`src/rtl/wb_write_arbiter.sv`:
```
`default_nettype none
// ============================================================================
// Module      : wb_write_arbiter
// Description : Shares the register file's single write port between two
//               writeback requesters (A = ALU/execute, B = load/multicycle).
//               Each requester has a one-entry holding buffer behind a
//               valid/ready handshake. A round-robin arbiter with an age
//               override for same-destination entries drains the buffers
//               into the register file. Per-read-port hazard flags report
//               buffered writes that target a register decode is reading.
// Ports       : clk, reset             clock, synchronous active-high reset
//               a_valid/a_ready/a_wa/a_wd   requester A handshake + payload
//               b_valid/b_ready/b_wa/b_wd   requester B handshake + payload
//               regwrite/wa/wd         register file write port
//               ra1/ra2                decode read addresses
//               hazard1/hazard2        buffered write targets ra1/ra2
// Revision    : 1.0  initial release
// ============================================================================
module wb_write_arbiter #(
    parameter int WIDTH   = 32,
    parameter int REGBITS = 5
) (
    input  logic               clk,
    input  logic               reset,
    input  logic               a_valid,
    output logic               a_ready,
    input  logic [REGBITS-1:0] a_wa,
    input  logic [WIDTH-1:0]   a_wd,
    input  logic               b_valid,
    output logic               b_ready,
    input  logic [REGBITS-1:0] b_wa,
    input  logic [WIDTH-1:0]   b_wd,
    output logic               regwrite,
    output logic [REGBITS-1:0] wa,
    output logic [WIDTH-1:0]   wd,
    input  logic [REGBITS-1:0] ra1,
    input  logic [REGBITS-1:0] ra2,
    output logic               hazard1,
    output logic               hazard2
);

    localparam logic [REGBITS-1:0] c_R0 = '0;

    // Holding buffers, round-robin pointer (0 favours A) and age bit
    logic               r_a_full;
    logic [REGBITS-1:0] r_a_wa;
    logic [WIDTH-1:0]   r_a_wd;
    logic               r_b_full;
    logic [REGBITS-1:0] r_b_wa;
    logic [WIDTH-1:0]   r_b_wd;
    logic               r_rr;
    logic               r_a_older;

    logic w_a_grant;
    logic w_b_grant;
    logic w_both_full;
    logic w_a_load;
    logic w_b_load;
    logic w_a_stays;
    logic w_b_stays;

    assign w_both_full = r_a_full && r_b_full;

    // Grant is purely a function of buffered state; nothing is granted
    // while reset is high so no write escapes during reset.
    always_comb begin
        w_a_grant = 1'b0;
        w_b_grant = 1'b0;
        if (!reset) begin
            if (w_both_full) begin
                // Same destination: the older entry must commit first so the
                // younger value is the one left in the register file.
                if (r_a_wa == r_b_wa) begin
                    w_a_grant = r_a_older;
                end else begin
                    w_a_grant = !r_rr;
                end
                w_b_grant = !w_a_grant;
            end else begin
                w_a_grant = r_a_full;
                w_b_grant = r_b_full;
            end
        end
    end

    // A buffer being drained this cycle can reload on the same edge
    assign a_ready = !reset && (!r_a_full || w_a_grant);
    assign b_ready = !reset && (!r_b_full || w_b_grant);

    // Writes to register zero complete the handshake but are discarded
    assign w_a_load = a_valid && a_ready && (a_wa != c_R0);
    assign w_b_load = b_valid && b_ready && (b_wa != c_R0);

    // Entry that remains held across the edge (not drained this cycle)
    assign w_a_stays = r_a_full && !w_a_grant;
    assign w_b_stays = r_b_full && !w_b_grant;

    always_ff @(posedge clk) begin
        if (reset) begin
            r_a_full  <= 1'b0;
            r_a_wa    <= '0;
            r_a_wd    <= '0;
            r_b_full  <= 1'b0;
            r_b_wa    <= '0;
            r_b_wd    <= '0;
            r_rr      <= 1'b0;
            r_a_older <= 1'b1;
        end else begin
            if (w_a_load) begin
                r_a_full <= 1'b1;
                r_a_wa   <= a_wa;
                r_a_wd   <= a_wd;
            end else if (w_a_grant) begin
                r_a_full <= 1'b0;
            end

            if (w_b_load) begin
                r_b_full <= 1'b1;
                r_b_wa   <= b_wa;
                r_b_wd   <= b_wd;
            end else if (w_b_grant) begin
                r_b_full <= 1'b0;
            end

            // Under contention, point at the side that just lost
            if (w_both_full) begin
                r_rr <= w_a_grant;
            end

            // Loads on the same edge count A as older; otherwise the entry
            // that was already waiting is the older one.
            if (w_a_load && w_b_load) begin
                r_a_older <= 1'b1;
            end else if (w_a_load && w_b_stays) begin
                r_a_older <= 1'b0;
            end else if (w_b_load && w_a_stays) begin
                r_a_older <= 1'b1;
            end
        end
    end

    assign regwrite = w_a_grant || w_b_grant;
    assign wa = w_a_grant ? r_a_wa : (w_b_grant ? r_b_wa : c_R0);
    assign wd = w_a_grant ? r_a_wd : (w_b_grant ? r_b_wd : '0);

    // The entry being written this cycle still flags a hazard: the register
    // file only holds the value after this edge.
    assign hazard1 = !reset && (ra1 != c_R0) &&
                     ((r_a_full && (r_a_wa == ra1)) || (r_b_full && (r_b_wa == ra1)));
    assign hazard2 = !reset && (ra2 != c_R0) &&
                     ((r_a_full && (r_a_wa == ra2)) || (r_b_full && (r_b_wa == ra2)));

endmodule
`default_nettype wire
```
`config.mk`:
```
export PLATFORM = sky130hd
export DESIGN_NAME = wb_write_arbiter
export DESIGN_NICKNAME = d
export VERILOG_FILES = /design/src/rtl/wb_write_arbiter.sv
export SDC_FILE = /design/constraint.sdc
export NUM_CORES = 1
export LEC_CHECK = 0
export CAP_MARGIN = 20
export CORE_MARGIN = 8
export CORE_UTILIZATION = 49
export DETAILED_ROUTE_END_ITERATION = 10
export GPL_ROUTABILITY_DRIVEN = 0
export PLACE_DENSITY_LB_ADDON = 0.05
export RECOVER_POWER = 100
export SYNTH_ARGS = -nofsm -noshare
export SYNTH_HDL_FRONTEND = slang
export SYNTH_SLANG_ARGS = --single-unit
```
`constraint.sdc`:
```
create_clock -name clk -period 3.58 [get_ports clk]
set_input_delay 0.895 -clock clk [delete_from_list [all_inputs] [get_ports clk]]
set_output_delay 0.895 -clock clk [all_outputs]
set_load 0.01 [all_outputs]
```
==> reports/qor_table.md <==
| Metric | Value |
|---|---|
| Result of the run | finished, final reports clean |
| Number of flip-flops and latches in the synthesized netlist | 78 |
| Synth top area share | 42.61% |
| Num CTS Buffers | 9 |
| Half-perimeter wire length of the detailed placement result | 7.461 mm |
| Area taken by multi-input logic gates | 1959 um^2 |
| Final Power | 1936 uW |
| Adder-cell share of the synthesized area | 0% |
| Max-Cap Viols | 0 |
| Met3 layer usage reported by global route | 6.131% |
| Number of nets at the end of the flow | 604 |
| Die W | 102.5 um |
| Total number of clock tree sinks | 78 |
| Worst ir drop on vdd | 0.0002527 V |
| GR peak layer | met2 |
| Fin. max-slew vios | 0 |
| First-pass GRT wire length | 16.93 mm |
| Portion of the clock cycle consumed by the worst path in the final layout | 96.48% |
| Post-synth top area cell | dfxtp_1 |
| Number of warnings issued by yosys | 0 |
| Ranking of synthesized cells by area | dfxtp_1, mux2i_1, a22o_1, nor2_1, xor2_1 |
| GR Util met2 | 34.32% |
| Critical Path Start Type | primary input |
| Placeable Area | 7253 um^2 |
| Source-to-sink clock delay at the later pin of the worst-skew pair | 0.34 ns |
| Share of the yosys chip area belonging to registers | 42.61% |
| Setup crit end kind | primary output |
| Number of endpoints with negative hold slack in the final report | 0 |
| Number of instances in the synthesized netlist | 374 |
| Number of global-route vias before repair | 3342 |
| Shortest clock period the worst path allows after layout | 3.454 ns |
| Via count | 3279 |
| Remaining design rule violation count | 0 |
| Number of optimization iterations in the first detailed-route pass | 4 |
| Worst setup skew after layout | 0.01024 ns |
| Required @ worst endpoint | 2.68 ns |
| Maximum number of buffers from clock root to sink | 2 |
| Worst slew pin tran | 1.197 ns |
| Total leakage power | 0.002718 uW |
| Count of buffers from port buffering | 129 |
| Met1 routing resource usage after global routing | 24.45% |
| Hold slack final | 0.4983 ns |
| Main combinational cell family by area after synthesis | multiplexers |
| Clock transition at the registers of the reported paths | 0.08 ns |
| Maximum number of pins on one net before global-route repair | 71 |
| Setup WS post-layout | 0.1260 ns |
| Antenna cell count | 0 |
| Fraction of final layout cells with drive strength greater than 1 | 10.75% |
| Complex-gate fraction of the synthesized area | 13.08% |
| Post-synth design cell area | 3665 um^2 |
| Layout overhead on the synthesized area | 48.82% |
| Synth Area per Inst | 9.799 um^2 |
| Core Rows | 31 |
| Power density of the placed cells | 355.0 nW/um^2 |
| Area share of and/or/nand/nor cells after synthesis | 12.91% |
| Antenna viol nets, final | 0 |
| Share of the synthesized netlist area taken by xor and xnor gates | 5.975% |
| Worst slew margin relative to its limit | 20.19% |
| Cts-stage hold buffer count | 0 |
| Maximum level of the CTS H-tree | 3 |
| CTS Root Cell | clkbuf_8 |
| Overall die height | 102.5 um |
| Setup TNS | 0 ns |
| Setup slack after placement | -0.1425 ns |
| Class of the worst hold path | flop to flop |
| Number of design-rule violations left by the first detailed-router iteration | 112 |
| Total die area | 10500 um^2 |
| Clock tree from TritonCTS | done |
| Fmax | 0.2895 GHz |
| Setup Viol. Count Final | 0 |
| RSZ-0062 raised after global routing | false |
| Via density | 5.289 |
| Routed WL per cell | 17.78 um |
| Number of fillers in the final layout | 546 |
| Overall track demand over capacity in global routing | 20.66% |
| Number of antenna violations at the first check in global routing | 0 |
| Number of different library cells in the post-synthesis netlist | 32 |
| Area taken by flip-flops and latches | 1562 um^2 |
| Initial core utilization | 50.53% |
| Multiplexer area fraction after synthesis | 19.67% |
| Residual overflow from global routing | 0 |
| Number of nets in the synthesized netlist | 462 |
| Final Routed Wirelength | 11.02 mm |
| Largest driver fanout on the critical path | 3 |
| I/O pin count | 130 |
| Category of the critical setup timing path | primary input to primary output |
| Arrival time reported for the critical path endpoint | 2.56 ns |
## worst max-delay path: stages
cell	delay, ns
clkdlybuf4s50_1	0.49
xor2_1	0.18
nor4_1	0.28
nand3_1	0.11
a221oi_1	0.29
dlygate4sd2_1	0.31
## routing by layer
metal	up-vias	routed length, um
met5	-	0
met1	1558	4796
met4	0	168
li1	1599	-
met3	17	799
met2	105	5256
## through the flow
stage,instance area (um^2),instances,util [%]
global route,5454,620,75.19
CTS,5330,616,73.49
detailed placement,5084,595,70.09
floorplan,3665,374,-
global placement,5084,595,70.09
finish,5454,620,75.19
## report_power, final
part	switching [uW]	internal, uW
clock network	318	324
registers	28.6	911
logic	154	201
## worst paths after layout
| kind | start | end | slack [ns] | cells past startpoint |
|---|---|---|---|---|
| worst max-delay path | ra2[0] | hazard2 | 0.13 | 6 |
| worst min-delay path | r_b_wd[13]$_SDFFE_PP0P_ | r_b_wd[13]$_SDFFE_PP0P_ | 0.50 | 2 |
| worst min register to register | r_b_wd[13]$_SDFFE_PP0P_ | r_b_wd[13]$_SDFFE_PP0P_ | 0.50 | 2 |
| worst max register to register | r_b_wa[2]$_SDFFE_PP0P_ | r_b_wa[0]$_SDFFE_PP0P_ | 1.01 | 8 |
## registers in the layout, summed over array words and instances (netlist names)
register and count:
r_a_full 1, r_a_older 1, r_a_wa 5, r_a_wd 32
r_b_full 1, r_b_wa 5, r_b_wd 32, r_rr 1
## cell usage after synthesis
| master | count |
|---|---|
| a221oi_1 | 2 |
| nand2b_1 | 4 |
| nor2b_1 | 1 |
| o21ai_1 | 1 |
| a22o_1 | 37 |
| or2_4 | 1 |
| xor2_1 | 18 |
| a31oi_1 | 1 |
| or4_1 | 1 |
| nor2_1 | 77 |
| nor4b_1 | 1 |
| a211oi_1 | 1 |
| mux2i_1 | 72 |
| clkbuf_1 | 13 |
| a21oi_2 | 4 |
| o311ai_0 | 1 |
| dfxtp_1 | 78 |
| a21oi_1 | 7 |
| nor3_1 | 5 |
| and3_1 | 1 |
| or2_1 | 1 |
| buf_6 | 10 |
| nand2_1 | 5 |
| o21a_1 | 1 |
| buf_2 | 4 |
| nand3_1 | 8 |
| o31ai_1 | 1 |
| nor4_1 | 5 |
| o21ai_4 | 1 |
| o21ai_2 | 1 |
| xnor2_1 | 7 |
| buf_4 | 4 |
## layout make-up
| type | instances | area share, % |
|---|---|---|
| multi-input combinational | 266 | 35.93 |
| timing repair buffer | 161 | 29.69 |
| sequential | 78 | 28.63 |
| clock buffer | 11 | 2.409 |
| tap | 99 | 2.271 |
| clock inverter | 5 | 1.078 |
## logic make-up after synthesis
group	Yosys count
flops	78
simple gates	110
compound gates	58
xor+xnor	25
buf+inv	31
mux	72
## layout by cell type (no fill, tap or decap), drive strengths merged, types with 3 or more instances in the layout
| master | netlist | routed |
|---|---|---|
| dlymetal6s2s | 0 | 34 |
| buf | 18 | 26 |
| dfxtp | 78 | 78 |
| o21ai | 3 | 3 |
| xor2 | 18 | 18 |
| clkdlybuf4s50 | 0 | 88 |
| nor4 | 5 | 5 |
| mux2i | 72 | 72 |
| a21oi | 11 | 12 |
| a22o | 37 | 37 |
| nor3 | 5 | 5 |
| nand2 | 5 | 5 |
| clkbuf | 13 | 22 |
| xnor2 | 7 | 7 |
| nand2b | 4 | 4 |
| nand3 | 8 | 8 |
| nor2 | 77 | 77 |
## timing repair
item                       CTS  global route
cloned                       1             2
gates resized for setup      3            46
pin swaps                    2             1
setup endpoints to repair   40            40
buffers inserted             4             2
Power figures use the tool's default switching activity.
